[src/rtl/traffic_pkg.sv]
// Shared definitions for the vehicle signal and pedestrian crossing blocks.
// Light codes from traffic_signal and the pedestrian FSM state encoding.
package traffic_pkg;

  localparam logic [1:0] LIGHT_RED   = 2'b00;
  localparam logic [1:0] LIGHT_GREEN = 2'b01;

  typedef enum logic [1:0] {
    IDLE  = 2'b00,
    WALK  = 2'b01,
    CLEAR = 2'b10
  } ped_state_t;

  // Any code other than RED or GREEN is treated as YELLOW.
  function automatic logic is_red(input logic [1:0] code);
    return (code == LIGHT_RED);
  endfunction

endpackage

[src/rtl/btn_sync_edge.sv]
// Two-flop synchronizer for an asynchronous push button, followed by a
// single-cycle rising-edge pulse. A held button yields exactly one pulse.
module btn_sync_edge (
  input  logic clk,
  input  logic rst,
  input  logic btn,
  output logic rise
);

  logic sync1_r;
  logic sync2_r;
  logic prev_r;

  // Synchronizer chain plus the delayed copy used for edge detection.
  always_ff @(posedge clk or posedge rst) begin
    if (rst) begin
      sync1_r <= 1'b0;
      sync2_r <= 1'b0;
      prev_r  <= 1'b0;
    end else begin
      sync1_r <= btn;
      sync2_r <= sync1_r;
      prev_r  <= sync2_r;
    end
  end

  assign rise = sync2_r & ~prev_r;

endmodule

[src/rtl/ped_crossing_ctrl.sv]
// Pedestrian crossing controller: latches button requests and grants a
// WALK / flashing clearance phase at the start of a vehicle RED phase.
module ped_crossing_ctrl
  import traffic_pkg::*;
#(
  parameter int WALK_CYCLES  = 6,
  parameter int FLASH_CYCLES = 4
) (
  input  logic       clk,
  input  logic       rst,
  input  logic [1:0] light,
  input  logic       ped_btn,
  output logic       walk,
  output logic       dont_walk,
  output logic       flash_dw,
  output logic [3:0] countdown,
  output logic       req_pending
);

  localparam logic [3:0] WALK_LOAD  = 4'(WALK_CYCLES - 1);
  localparam logic [3:0] FLASH_LOAD = 4'(FLASH_CYCLES - 1);

  ped_state_t state_r;
  ped_state_t state_s;
  logic [3:0] cnt_r;
  logic [3:0] cnt_s;
  logic [1:0] light_q_r;
  logic       req_r;
  logic       req_s;
  logic       btn_rise_s;
  logic       red_entry_s;
  logic       light_red_s;
  logic       enter_walk_s;
  logic       abort_walk_s;
  logic       walk_r;
  logic       walk_s;
  logic       dont_walk_r;
  logic       dont_walk_s;
  logic       flash_r;
  logic       flash_s;
  logic [3:0] countdown_r;
  logic [3:0] countdown_s;

  btn_sync_edge u_btn (
    .clk  (clk),
    .rst  (rst),
    .btn  (ped_btn),
    .rise (btn_rise_s)
  );

  assign light_red_s = is_red(light);
  // Reset loads light_q_r with RED, so RED present at release is not an entry.
  assign red_entry_s = light_red_s && !is_red(light_q_r);

  // Next state, phase counter and request bookkeeping.
  always_comb begin
    state_s      = state_r;
    cnt_s        = cnt_r;
    enter_walk_s = 1'b0;
    abort_walk_s = 1'b0;
    case (state_r)
      IDLE: begin
        if (red_entry_s && (req_r || btn_rise_s)) begin
          state_s      = WALK;
          cnt_s        = WALK_LOAD;
          enter_walk_s = 1'b1;
        end else begin
          state_s = IDLE;
          cnt_s   = 4'd0;
        end
      end
      WALK: begin
        if (!light_red_s) begin
          state_s      = IDLE;
          cnt_s        = 4'd0;
          abort_walk_s = 1'b1;
        end else if (cnt_r == 4'd0) begin
          state_s = CLEAR;
          cnt_s   = FLASH_LOAD;
        end else begin
          cnt_s = cnt_r - 4'd1;
        end
      end
      CLEAR: begin
        if (!light_red_s || (cnt_r == 4'd0)) begin
          state_s = IDLE;
          cnt_s   = 4'd0;
        end else begin
          cnt_s = cnt_r - 4'd1;
        end
      end
      default: begin
        state_s = IDLE;
        cnt_s   = 4'd0;
      end
    endcase

    // Entering WALK consumes the request; a new press during WALK/CLEAR
    // or an aborted WALK leaves one pending for the next red.
    if (enter_walk_s) begin
      req_s = 1'b0;
    end else if (btn_rise_s || abort_walk_s) begin
      req_s = 1'b1;
    end else begin
      req_s = req_r;
    end
  end

  // Output decode from the next state so every head is driven by a flop.
  always_comb begin
    walk_s      = (state_s == WALK);
    dont_walk_s = (state_s == IDLE);
    if (state_s == CLEAR) begin
      if (state_r == CLEAR) begin
        flash_s = ~flash_r;
      end else begin
        flash_s = 1'b1;
      end
      countdown_s = cnt_s + 4'd1;
    end else begin
      flash_s     = 1'b0;
      countdown_s = 4'd0;
    end
  end

  // State, counter, request latch and registered outputs.
  always_ff @(posedge clk or posedge rst) begin
    if (rst) begin
      state_r     <= IDLE;
      cnt_r       <= 4'd0;
      light_q_r   <= LIGHT_RED;
      req_r       <= 1'b0;
      walk_r      <= 1'b0;
      dont_walk_r <= 1'b1;
      flash_r     <= 1'b0;
      countdown_r <= 4'd0;
    end else begin
      state_r     <= state_s;
      cnt_r       <= cnt_s;
      light_q_r   <= light;
      req_r       <= req_s;
      walk_r      <= walk_s;
      dont_walk_r <= dont_walk_s;
      flash_r     <= flash_s;
      countdown_r <= countdown_s;
    end
  end

  assign walk        = walk_r;
  assign dont_walk   = dont_walk_r;
  assign flash_dw    = flash_r;
  assign countdown   = countdown_r;
  assign req_pending = req_r;

endmodule

[config.mk]
export PLATFORM = sky130hd
export DESIGN_NAME = ped_crossing_ctrl
export DESIGN_NICKNAME = d
export VERILOG_FILES = /design/src/rtl/traffic_pkg.sv /design/src/rtl/btn_sync_edge.sv /design/src/rtl/ped_crossing_ctrl.sv
export SDC_FILE = /design/constraint.sdc
export NUM_CORES = 1
export LEC_CHECK = 0
export BUFFER_PORTS_ARGS = -buffer_cell sky130_fd_sc_hd__buf_2
export CAP_MARGIN = 20
export CORE_MARGIN = 1
export CORE_UTILIZATION = 45
export CTS_CLUSTER_SIZE = 12
export DETAILED_ROUTE_END_ITERATION = 10
export PLACE_DENSITY = 0.66
export SYNTH_ARGS = -nofsm -noshare
export SYNTH_HDL_FRONTEND = slang
export SYNTH_SLANG_ARGS = --single-unit
[constraint.sdc]
create_clock -name clk -period 2.4 [get_ports clk]
set_input_delay 0.24 -clock clk [delete_from_list [all_inputs] [get_ports clk]]
set_output_delay 0.24 -clock clk [all_outputs]
set_load 0.1 [all_outputs]
==> metrics.csv <==
stage,metric,value,unit
outcome,status,"finished, final reports clean",
setup_path,Worst Path Required,2580,ps
cells_and_area,Fillers,129,
timing,Pins Over Slew Limit,0,
timing,TNS Setup,0,ps
timing,Hold Slack,41.6,ps
cells_and_area,antenna cell count,0,
timing,Worst-Margin Slew,691,ps
power,leak pwr,0.000463,uW
synthesis,post-synth cell types,31,
global_route,largest net degree at the start of global routing,20,
timing,slew margin rel.,53.9,%
route,final wirelength,1.20,mm
timing,unrepaired setup endpoints after global routing,false,
placement,Detail Placement HPWL,903,um
route,via count,502,
global_route,Tot GR Track Use,14.0,%
global_route,vias in the first global route,433,
setup_path,crit path kind,flip-flop to flip-flop,
die,Total Die Area,0.00197,mm2
timing,fin crit share,85.0,%
cts,Worst-Skew Late Latency,280,ps
die,Initial Util,50.8,%
timing,setup violators final,0,
timing,min setup slack post-route,360,ps
power,Max VDD drop,404,uV
min_path,Hold Crit Class,primary input to asynchronous set/reset pin,
route,number of routed nets with antenna violations,0,
cts,"Hold-fix buffers, CTS",0,
die,Core Box Area,0.00159,mm2
cts,worst-case clock buffer depth,2,
setup_path,"critical path fanouts, max",8,
cts,CTS Root Cell,clkbuf_4,
placement,routability cong.,0.713,
cts,H-tree level count,1,
global_route,initial antenna violation count,0,
cells_and_area,P&R area growth vs syn,13.0,%
placement,pre-CTS setup slack,386,ps
synthesis,share of the synthesized area in the top cell type,55.6,%
route,Pre-antenna DRT Iters,4,
timing,Max Fclk,490,MHz
timing,minimum clock period,2040,ps
synthesis,"Primary FF master, synth",dfrtp_1,
timing,Final Hold Vio Count,0,
synthesis,syn nets,72,
synthesis,Post-synth EDFFs,0,
setup_path,crit path capture type,flip-flop,
cts,"Clk pin slew, worst setup/hold paths",100,ps
die,io pins,13,
cells_and_area,final net count,88,
synthesis,cell taking the most area after synthesis,dfrtp_1,
route,Residual DRC,0,
route,routed vias/inst,4.87,
global_route,first-pass GRT wire length,1.93,mm
synthesis,Async SR Flop Fraction,100,%
run,max_cap viols,0,
synthesis,synth warn,0,
die,Die Wd,44.4,um
cts,postcts setup bufs,0,
cts,# clock sinks,19,
power,power per cell area,706,mW/mm2
timing,Clock Skew,3.53,ps
setup_path,crit path launch type,flip-flop,
synthesis,synthesized instance count,64,
cells_and_area,layout cells sized above 1,27.8,%
cts,CTS tree,done,
synthesis,"Seq/Total Area, Yosys",58.9,%
synthesis,netlist area before placement,810,um2
synthesis,Mean Syn Cell Area,12.6,um2
route,average wire per cell in the routed design,11.7,um
synthesis,top post-synthesis cells by area,"dfrtp_1, ha_1, dfstp_2",
cts,CTS buffer count,3,
die,DIE HEIGHT,44.4,um
die,row count,14,
route,iteration-0 DRC count of the detailed router,11,
synthesis,Synth Register Bits,19,
global_route,GRT Residual Overflow,0,
placement,port buffer count,12,
cts,Resized Gates After CTS,0,
setup_path,Worst EP arrival,2220,ps
## state kept, by name, indices dropped and copies added, names as in the netlist
signal         count
cnt_r              4
countdown          4
light_q_r          2
state_r            2
dont_walk          1
flash_dw           1
req_pending        1
u_btn.prev_r       1
u_btn.sync1_r      1
u_btn.sync2_r      1
walk               1
## stage by stage
| stage | cell area (um2) | total power, uW | utilization [%] | instances |
|---|---|---|---|---|
| after global placement | 888 | 501 | 55.7 | 99 |
| after floorplan | 810 | 482 | - | 64 |
| after CTS | 915 | 653 | 57.4 | 103 |
| after detailed placement | 888 | 502 | 55.7 | 99 |
| final | 915 | 646 | 57.4 | 103 |
| after global routing | 915 | 677 | 57.4 | 103 |
## per-layer routing
layer  global-route usage, %  part of all wire (%)  vias up
li1                        -                     -      253
met1                    21.3                    53      236
met2                    17.9                    42       11
met3                    2.86                   3.8        2
met4                    9.09                  0.75        0
met5                       0                     0        -
## worst max-delay path, cell delays in order, from the launching register on
cell and delay [ps]:
dfrtp_1 410, inv_1 100, ha_1 140, or3b_1 470, and2_4 220, o211ai_4 210, ha_1 260, and2_1 130
## Yosys cell counts (2+ instances only)
master,n
and2_1,2
ha_1,3
nor2_1,4
dfrtp_1,18
inv_1,4
nand2_1,3
xnor2_1,2
nor2b_1,4
nand4_1,2
## where the power goes
group          switching [uW]  leakage [uW]  total, uW  internal, uW
sequential               10.5      0.000244        350           339
combinational             110      0.000204        145          35.5
clock                    86.2     0.0000150        151          64.5
total                     206      0.000463        646           440
## layout make-up
| cell class | count | area, um2 | area share, % |
|---|---|---|---|
| repair buffers | 12 | 60.1 | 6.57 |
| clock buffers | 4 | 26.3 | 2.87 |
| inverters | 4 | 15.0 | 1.64 |
| multi-input cells | 40 | 307 | 33.5 |
| well taps | 24 | 30.0 | 3.28 |
| flip-flops and latches | 19 | 477 | 52.1 |
## placed cells by master (no fill, tap or decap), drive strengths merged, types with 3 or more instances in the layout
cell / instances
and2: 3
buf: 12
clkbuf: 4
dfrtp: 18
ha: 3
inv: 4
nand2: 3
nor2: 5
nor2b: 4
## final timing paths
check / start / end / slack, ps / cells after the start
setup / recovery: cnt_r[0] / countdown[1] / 360 / 7
hold / removal: rst / u_btn.sync1_r / 40 / 2
setup reg to reg: cnt_r[0] / countdown[1] / 360 / 7
hold reg to reg: u_btn.sync1_r / u_btn.sync2_r / 360 / 0
max in group asynchronous: rst / countdown[3] / 1920 / 2
min in group clk: ped_btn / u_btn.sync1_r / 50 / 1
## logic make-up after synthesis
group	Yosys count	synth area share (%)
DFF	19	58.9
adders and majority gates	3	4.64
buffers and inverters	5	3.25
and+or+nand+nor	24	17.6
AOI/OAI and AO/OA	9	11.1
muxes	1	1.24
xor gates and xnor gates	3	3.25
(Power assumes the default switching activity.)
